--- src/rtl/concat_stream_ctrl_pkg.sv ---
// Shared definitions for the channel-concat stream controller: FSM states and the done/ack code.
package concat_stream_ctrl_pkg;

  typedef enum logic [2:0] {
    StIdle,
    StLoad,
    StStream0,
    StStream1,
    StFlush,
    StDone
  } state_e;

  localparam logic [3:0] DoneCodeDefault = 4'hF;

endpackage

--- src/rtl/concat_stream_ctrl_stream_reg_slice.sv ---
// One-entry valid/ready output register; accepts a new beat in the same cycle the old one drains.
module concat_stream_ctrl_stream_reg_slice #(
  parameter int unsigned DATA_W = 128
) (
  input  logic              clk,
  input  logic              rst,
  input  logic [DATA_W-1:0] in_data,
  input  logic              in_valid,
  output logic              in_ready,
  output logic [DATA_W-1:0] out_data,
  output logic              out_valid,
  input  logic              out_ready
);

  assign in_ready = !out_valid || out_ready;

  always_ff @(posedge clk or negedge rst) begin
    if (!rst) begin
      out_valid <= 1'b0;
      out_data  <= '0;
    end else if (in_valid && in_ready) begin
      out_valid <= 1'b1;
      out_data  <= in_data;
    end else if (out_ready) begin
      out_valid <= 1'b0;
    end
  end

endmodule

--- src/rtl/concat_stream_ctrl.sv ---
// Channel-concat sequencer: per pixel forwards ch0 beats from S_Data then ch1 beats from S_Data_1,
// pulses the DMA starts on load and raises a done code until the host acknowledges it.
module concat_stream_ctrl
  import concat_stream_ctrl_pkg::*;
#(
  parameter int unsigned DATA_W    = 128,
  parameter int unsigned CNT_W     = 12,
  parameter int unsigned PIX_W     = 24,
  parameter logic [3:0]  DONE_CODE = DoneCodeDefault
) (
  input  logic              clk,
  input  logic              rst,
  input  logic              start,
  input  logic [CNT_W-1:0]  cfg_ch0_beats,
  input  logic [CNT_W-1:0]  cfg_ch1_beats,
  input  logic [CNT_W-1:0]  cfg_height,
  input  logic [CNT_W-1:0]  cfg_width,
  input  logic [7:0]        Control_RE,
  output logic [7:0]        State_RE,
  output logic              DMA_Read_Start,
  output logic              DMA_Read_Start_2,
  output logic              DMA_Write_Start,
  input  logic [DATA_W-1:0] S_Data,
  input  logic              S_Valid,
  output logic              S_Ready,
  input  logic [DATA_W-1:0] S_Data_1,
  input  logic              S_Valid_1,
  output logic              S_Ready_1,
  output logic [DATA_W-1:0] M_Data,
  output logic              M_Valid,
  input  logic              M_Ready
);

  state_e             state_q;
  logic [CNT_W-1:0]   ch0_q, ch1_q, beat_cnt_q;
  logic [PIX_W-1:0]   pix_total_q, pix_cnt_q;
  logic               done_q, dma_q;
  logic               load_ok, in_valid, in_fire, last_beat, last_pix;
  logic [DATA_W-1:0]  in_data;
  logic [PIX_W-1:0]   pix_total_d;
  logic               unused_ctrl;

  assign unused_ctrl = ^Control_RE[7:4];
  assign pix_total_d = PIX_W'(cfg_height) * PIX_W'(cfg_width);

  assign S_Ready   = (state_q == StStream0) && load_ok;
  assign S_Ready_1 = (state_q == StStream1) && load_ok;
  assign in_valid  = ((state_q == StStream0) && S_Valid) || ((state_q == StStream1) && S_Valid_1);
  assign in_data   = (state_q == StStream1) ? S_Data_1 : S_Data;
  assign in_fire   = in_valid && load_ok;

  assign last_beat = (state_q == StStream1) ? (beat_cnt_q == ch1_q - CNT_W'(1))
                                            : (beat_cnt_q == ch0_q - CNT_W'(1));
  assign last_pix  = (pix_cnt_q == pix_total_q - PIX_W'(1));

  assign State_RE         = {4'h0, done_q ? DONE_CODE : 4'h0};
  assign DMA_Read_Start   = dma_q;
  assign DMA_Read_Start_2 = dma_q;
  assign DMA_Write_Start  = dma_q;

  always_ff @(posedge clk or negedge rst) begin
    if (!rst) begin
      state_q     <= StIdle;
      ch0_q       <= '0;
      ch1_q       <= '0;
      beat_cnt_q  <= '0;
      pix_total_q <= '0;
      pix_cnt_q   <= '0;
      done_q      <= 1'b0;
      dma_q       <= 1'b0;
    end else begin
      dma_q <= 1'b0;
      unique case (state_q)
        StIdle: begin
          if (start) begin
            state_q <= StLoad;
            dma_q   <= 1'b1;
          end
        end
        StLoad: begin
          ch0_q       <= cfg_ch0_beats;
          ch1_q       <= cfg_ch1_beats;
          pix_total_q <= pix_total_d;
          beat_cnt_q  <= '0;
          pix_cnt_q   <= '0;
          if (pix_total_d == '0 || (cfg_ch0_beats == '0 && cfg_ch1_beats == '0)) begin
            state_q <= StDone;
            done_q  <= 1'b1;
          end else if (cfg_ch0_beats != '0) begin
            state_q <= StStream0;
          end else begin
            state_q <= StStream1;
          end
        end
        StStream0: begin
          if (in_fire) begin
            if (last_beat) begin
              beat_cnt_q <= '0;
              if (ch1_q != '0) begin
                state_q <= StStream1;
              end else if (last_pix) begin
                state_q <= StFlush;
              end else begin
                pix_cnt_q <= pix_cnt_q + PIX_W'(1);
              end
            end else begin
              beat_cnt_q <= beat_cnt_q + CNT_W'(1);
            end
          end
        end
        StStream1: begin
          if (in_fire) begin
            if (last_beat) begin
              beat_cnt_q <= '0;
              if (last_pix) begin
                state_q <= StFlush;
              end else begin
                pix_cnt_q <= pix_cnt_q + PIX_W'(1);
                state_q   <= (ch0_q != '0) ? StStream0 : StStream1;
              end
            end else begin
              beat_cnt_q <= beat_cnt_q + CNT_W'(1);
            end
          end
        end
        StFlush: begin
          if (!M_Valid) begin
            state_q <= StDone;
            done_q  <= 1'b1;
          end
        end
        StDone: begin
          if (Control_RE[3:0] == DONE_CODE) begin
            state_q <= StIdle;
            done_q  <= 1'b0;
          end
        end
        default: state_q <= StIdle;
      endcase
    end
  end

  concat_stream_ctrl_stream_reg_slice #(
    .DATA_W(DATA_W)
  ) u_out_slice (
    .clk      (clk),
    .rst      (rst),
    .in_data  (in_data),
    .in_valid (in_valid),
    .in_ready (load_ok),
    .out_data (M_Data),
    .out_valid(M_Valid),
    .out_ready(M_Ready)
  );

endmodule

--- config.mk ---
export PLATFORM = sky130hd
export DESIGN_NAME = concat_stream_ctrl
export DESIGN_NICKNAME = d
export VERILOG_FILES = /design/src/rtl/concat_stream_ctrl_pkg.sv /design/src/rtl/concat_stream_ctrl_stream_reg_slice.sv /design/src/rtl/concat_stream_ctrl.sv
export SDC_FILE = /design/constraint.sdc
export NUM_CORES = 1
export LEC_CHECK = 0
export BUFFER_PORTS_ARGS = -buffer_cell sky130_fd_sc_hd__buf_2
export CAP_MARGIN = 20
export CELL_PAD_IN_SITES_DETAIL_PLACEMENT = 0
export CELL_PAD_IN_SITES_GLOBAL_PLACEMENT = 2
export CORE_ASPECT_RATIO = 0.9
export CORE_MARGIN = 4
export CORE_UTILIZATION = 31
export CTS_BUF_LIST = sky130_fd_sc_hd__clkbuf_16
export DETAILED_ROUTE_END_ITERATION = 7
export GPL_TIMING_DRIVEN = 1
export PLACE_DENSITY = 0.93
export SYNTH_ARGS = -nofsm -noshare
export SYNTH_HDL_FRONTEND = slang
export SYNTH_SLANG_ARGS = --single-unit
--- constraint.sdc ---
create_clock -name clk -period 6.6 [get_ports clk]
set_input_delay 0.99 -clock clk [delete_from_list [all_inputs] [get_ports clk]]
set_output_delay 0.99 -clock clk [all_outputs]
set_load 0.01 [all_outputs]
==> reports/metrics.cfg <==
[yosys]
syn_area_per_cell_um2=8.196
ys_ff_latch=218
synth_fa_ha_area_share_pct=17.16
synthMuxAreaShare_pct=0.9266
synth_edf_count=0
synthCells=2010
synth_area_um2=16470
synth_top_family_by_area=simple AND/OR/NAND/NOR gates
synthXorXnorAreaFrac_pct=3.349
synth_seq_area_share_pct=33.11
yosys_warnings=0
synth-compound-area-share_pct=12.77
ys_types=73
synth-simple-area-share_pct=25.81
synthFlopType=dfrtp_1
synth-async-reset-ratio_pct=100.0

[floorplan]
rows=79
core_area_um2=52090
pin_count=460
fp.dieArea_um2=56900
die_h_um=226.7
initial_utilization_pct=31.63
dieWidth_um=251

[setup_path]
cp.arrival_ns=6.61
slowest_stage=fa_1
worstPathMaxFanout=6
critPathMaxStageDelay_ns=0.57
cp_common_cell=fa_1
startpoint_type=input pin
crit_chain=buf_2 -> buf_4 -> and2_1 -> fa_1 -> fa_1 -> fa_1 -> fa_1 -> inv_1 -> fa_1 -> inv_1 -> ha_1 -> buf_4 -> a21oi_1 -> o211ai_1 -> a31oi_1 -> o41ai_2 -> and4_1 -> or4_1 -> nor4_2 -> buf_4 -> o21ai_0 -> a211oi_1
end_kind=register
path_buf_inv=6
cp.required_ns=7.04
path_delay_family=adder cells
path_class=input pin to register

[timing]
rsz0062_at_grt=no
fin_ws_ns=0.4270
setup_violations=0
period_share_pct=93.53
finalCriticalPeriod_ns=6.173
max_freq_mhz=162.0
hold_viol=0
worstMarginPinSlew_ns=0.9780
skew_ns=0.02077
drv_slew=0
slew-limit-headroom_pct=34.80

[worst_hold_path]
hold_path.class=input pin to async pin

[run_status]
outcome=finished clean

[global_routing]
grt_pass1_vias=15291
grt_max_degree=152
grt_pass1_wl_um=84910
grt_overflow_total=0
antenna_found_initial=13
grt_util_all_layers_pct=18.29

[power]
p_leak_nw=9.862
total_power_mw=6.112
irDropWorstVdd_uv=334.9
pwr_density_cell_nw_per_um2=295.6

[detailed_routing]
first_pass_iters=7
drt-initial-drc-count=949
via_count=15734
avgViaCountPerCell=4.990
wl_um=55300
wl_per_cell_um=17.54
ant_nets=0
drc=0

[placed_design]
dp.final_hpwl_um=43810
place_ws_ns=-0.3335
port_buffers=451
globalplace.congestion=0.8741

[layout]
final_common_cell=nand2_1
drive_gt1_share_pct=24.25
area_growth_pct=25.50
nNetsFinal=2924
layout_common_cells=nand2_1, buf_2, dfrtp_1

[cts]
cts_resized=0
cts_tree=yes
clk-insertion-delay-late_ns=0.56
clk_pin_slew_ns=0.05
htree_levels=1
cts-root-buf=clkbuf_16
cts-hold-fix-buffers=0
clk_path_buf_depth=3
clock_sinks=218
cts_buffers=27
post_cts.repair.setup_buffers=0

[run]
max_cap_viol_count=0

[stage by stage]
| stage | utilization, % | instances | TNS (ns) | cell area, um2 | hold slack (ns) |
|---|---|---|---|---|---|
| global placement | 37.98 | 3099 | -0.8267 | 19790 | 0.4848 |
| global route | 39.68 | 3151 | 0 | 20670 | 0.5253 |
| finish | 39.69 | 3153 | 0 | 20670 | 0.4415 |
| detailed placement | 37.98 | 3099 | -0.9938 | 19790 | 0.4984 |
| CTS | 39.63 | 3146 | 0 | 20640 | 0.5116 |
| floorplan | - | 2013 | 0 | 16490 | 0.4604 |
[flip-flops by register name (all words and copies together), names as in the netlist]
name / count
pix_total_q: 24
done_q: 1
beat_cnt_q: 12
state_q: 3
pix_cnt_q: 24
ch0_q: 12
u_out_slice.out_valid: 1
DMA_Read_Start: 1
ch1_q: 12
u_out_slice.out_data: 128
[path summary, 6_finish.rpt]
kind	cells past startpoint	from	to	slack (ns)
max in group asynchronous	2	rst	pix_cnt_q[12]	4.65
worst max register to register	12	state_q[1]	pix_cnt_q[20]	1.65
worst max-delay path	22	cfg_width[6]	state_q[2]	0.43
min in group clk	2	pix_total_q[23]	pix_total_q[23]	0.50
worst min register to register	2	pix_total_q[23]	pix_total_q[23]	0.50
worst min-delay path	1	rst	pix_total_q[22]	0.44
[area by class of cell]
class	instances	area, um2
fill	5393	31420
multi-input combinational	1512	9935
sequential	218	5455
timing repair buffer	536	3005
tap	688	860.8
clock buffer	27	675.6
inverter	145	544.3
clock inverter	20	181.4
antenna	7	17.52
[cells in the mapped netlist, types with 11 or more instances]
cell type,number,area [um2]
nand2_1,502,1884
dfrtp_1,218,5455
nor2_1,160,600.6
inv_1,145,544.3
a31oi_1,137,857.1
clkbuf_1,112,420.4
fa_1,100,2002
ha_1,66,825.8
and2_1,63,394.1
o21ai_0,60,300.3
xnor2_1,41,359.1
a21oi_1,40,200.2
nor3_1,35,175.2
nor4_1,29,181.4
nand3_1,28,140.1
or4_1,22,165.2
xor2_1,22,192.7
and3_1,16,100.1
nand4_1,16,100.1
o31ai_1,15,112.6
mux2i_1,13,130.1
buf_4,12,90.09
nor2b_1,11,68.82
[cells by family (layout without fill, tap and decap cells)]
group / count (synthesis) / count (layout)
buf+inv: 283 / 728
xor+xnor: 63 / 63
compound gates: 328 / 328
fa+ha+maj: 166 / 166
other cells: 1 / 11
flops: 218 / 218
simple gates: 936 / 936
mux: 15 / 15
[metal layers]
metal / global-route usage [%] / wire length (um) / up-vias
li1: - / - / 7610
met1: 23.73 / 23130 / 7583
met2: 31.54 / 27400 / 452
met3: 2.558 / 3026 / 87
met4: 6.262 / 1742 / 2
met5: 0 / 10 / -
[power by group]
| group | internal, mW | total [mW] | switching (mW) | leakage [nW] |
|---|---|---|---|---|
| registers | 1.45 | 1.51 | 0.0626 | 2.38 |
| clock network | 0.857 | 1.45 | 0.596 | 0.438 |
| logic | 1.43 | 3.15 | 1.72 | 7.05 |
(Power assumes the default switching activity.)
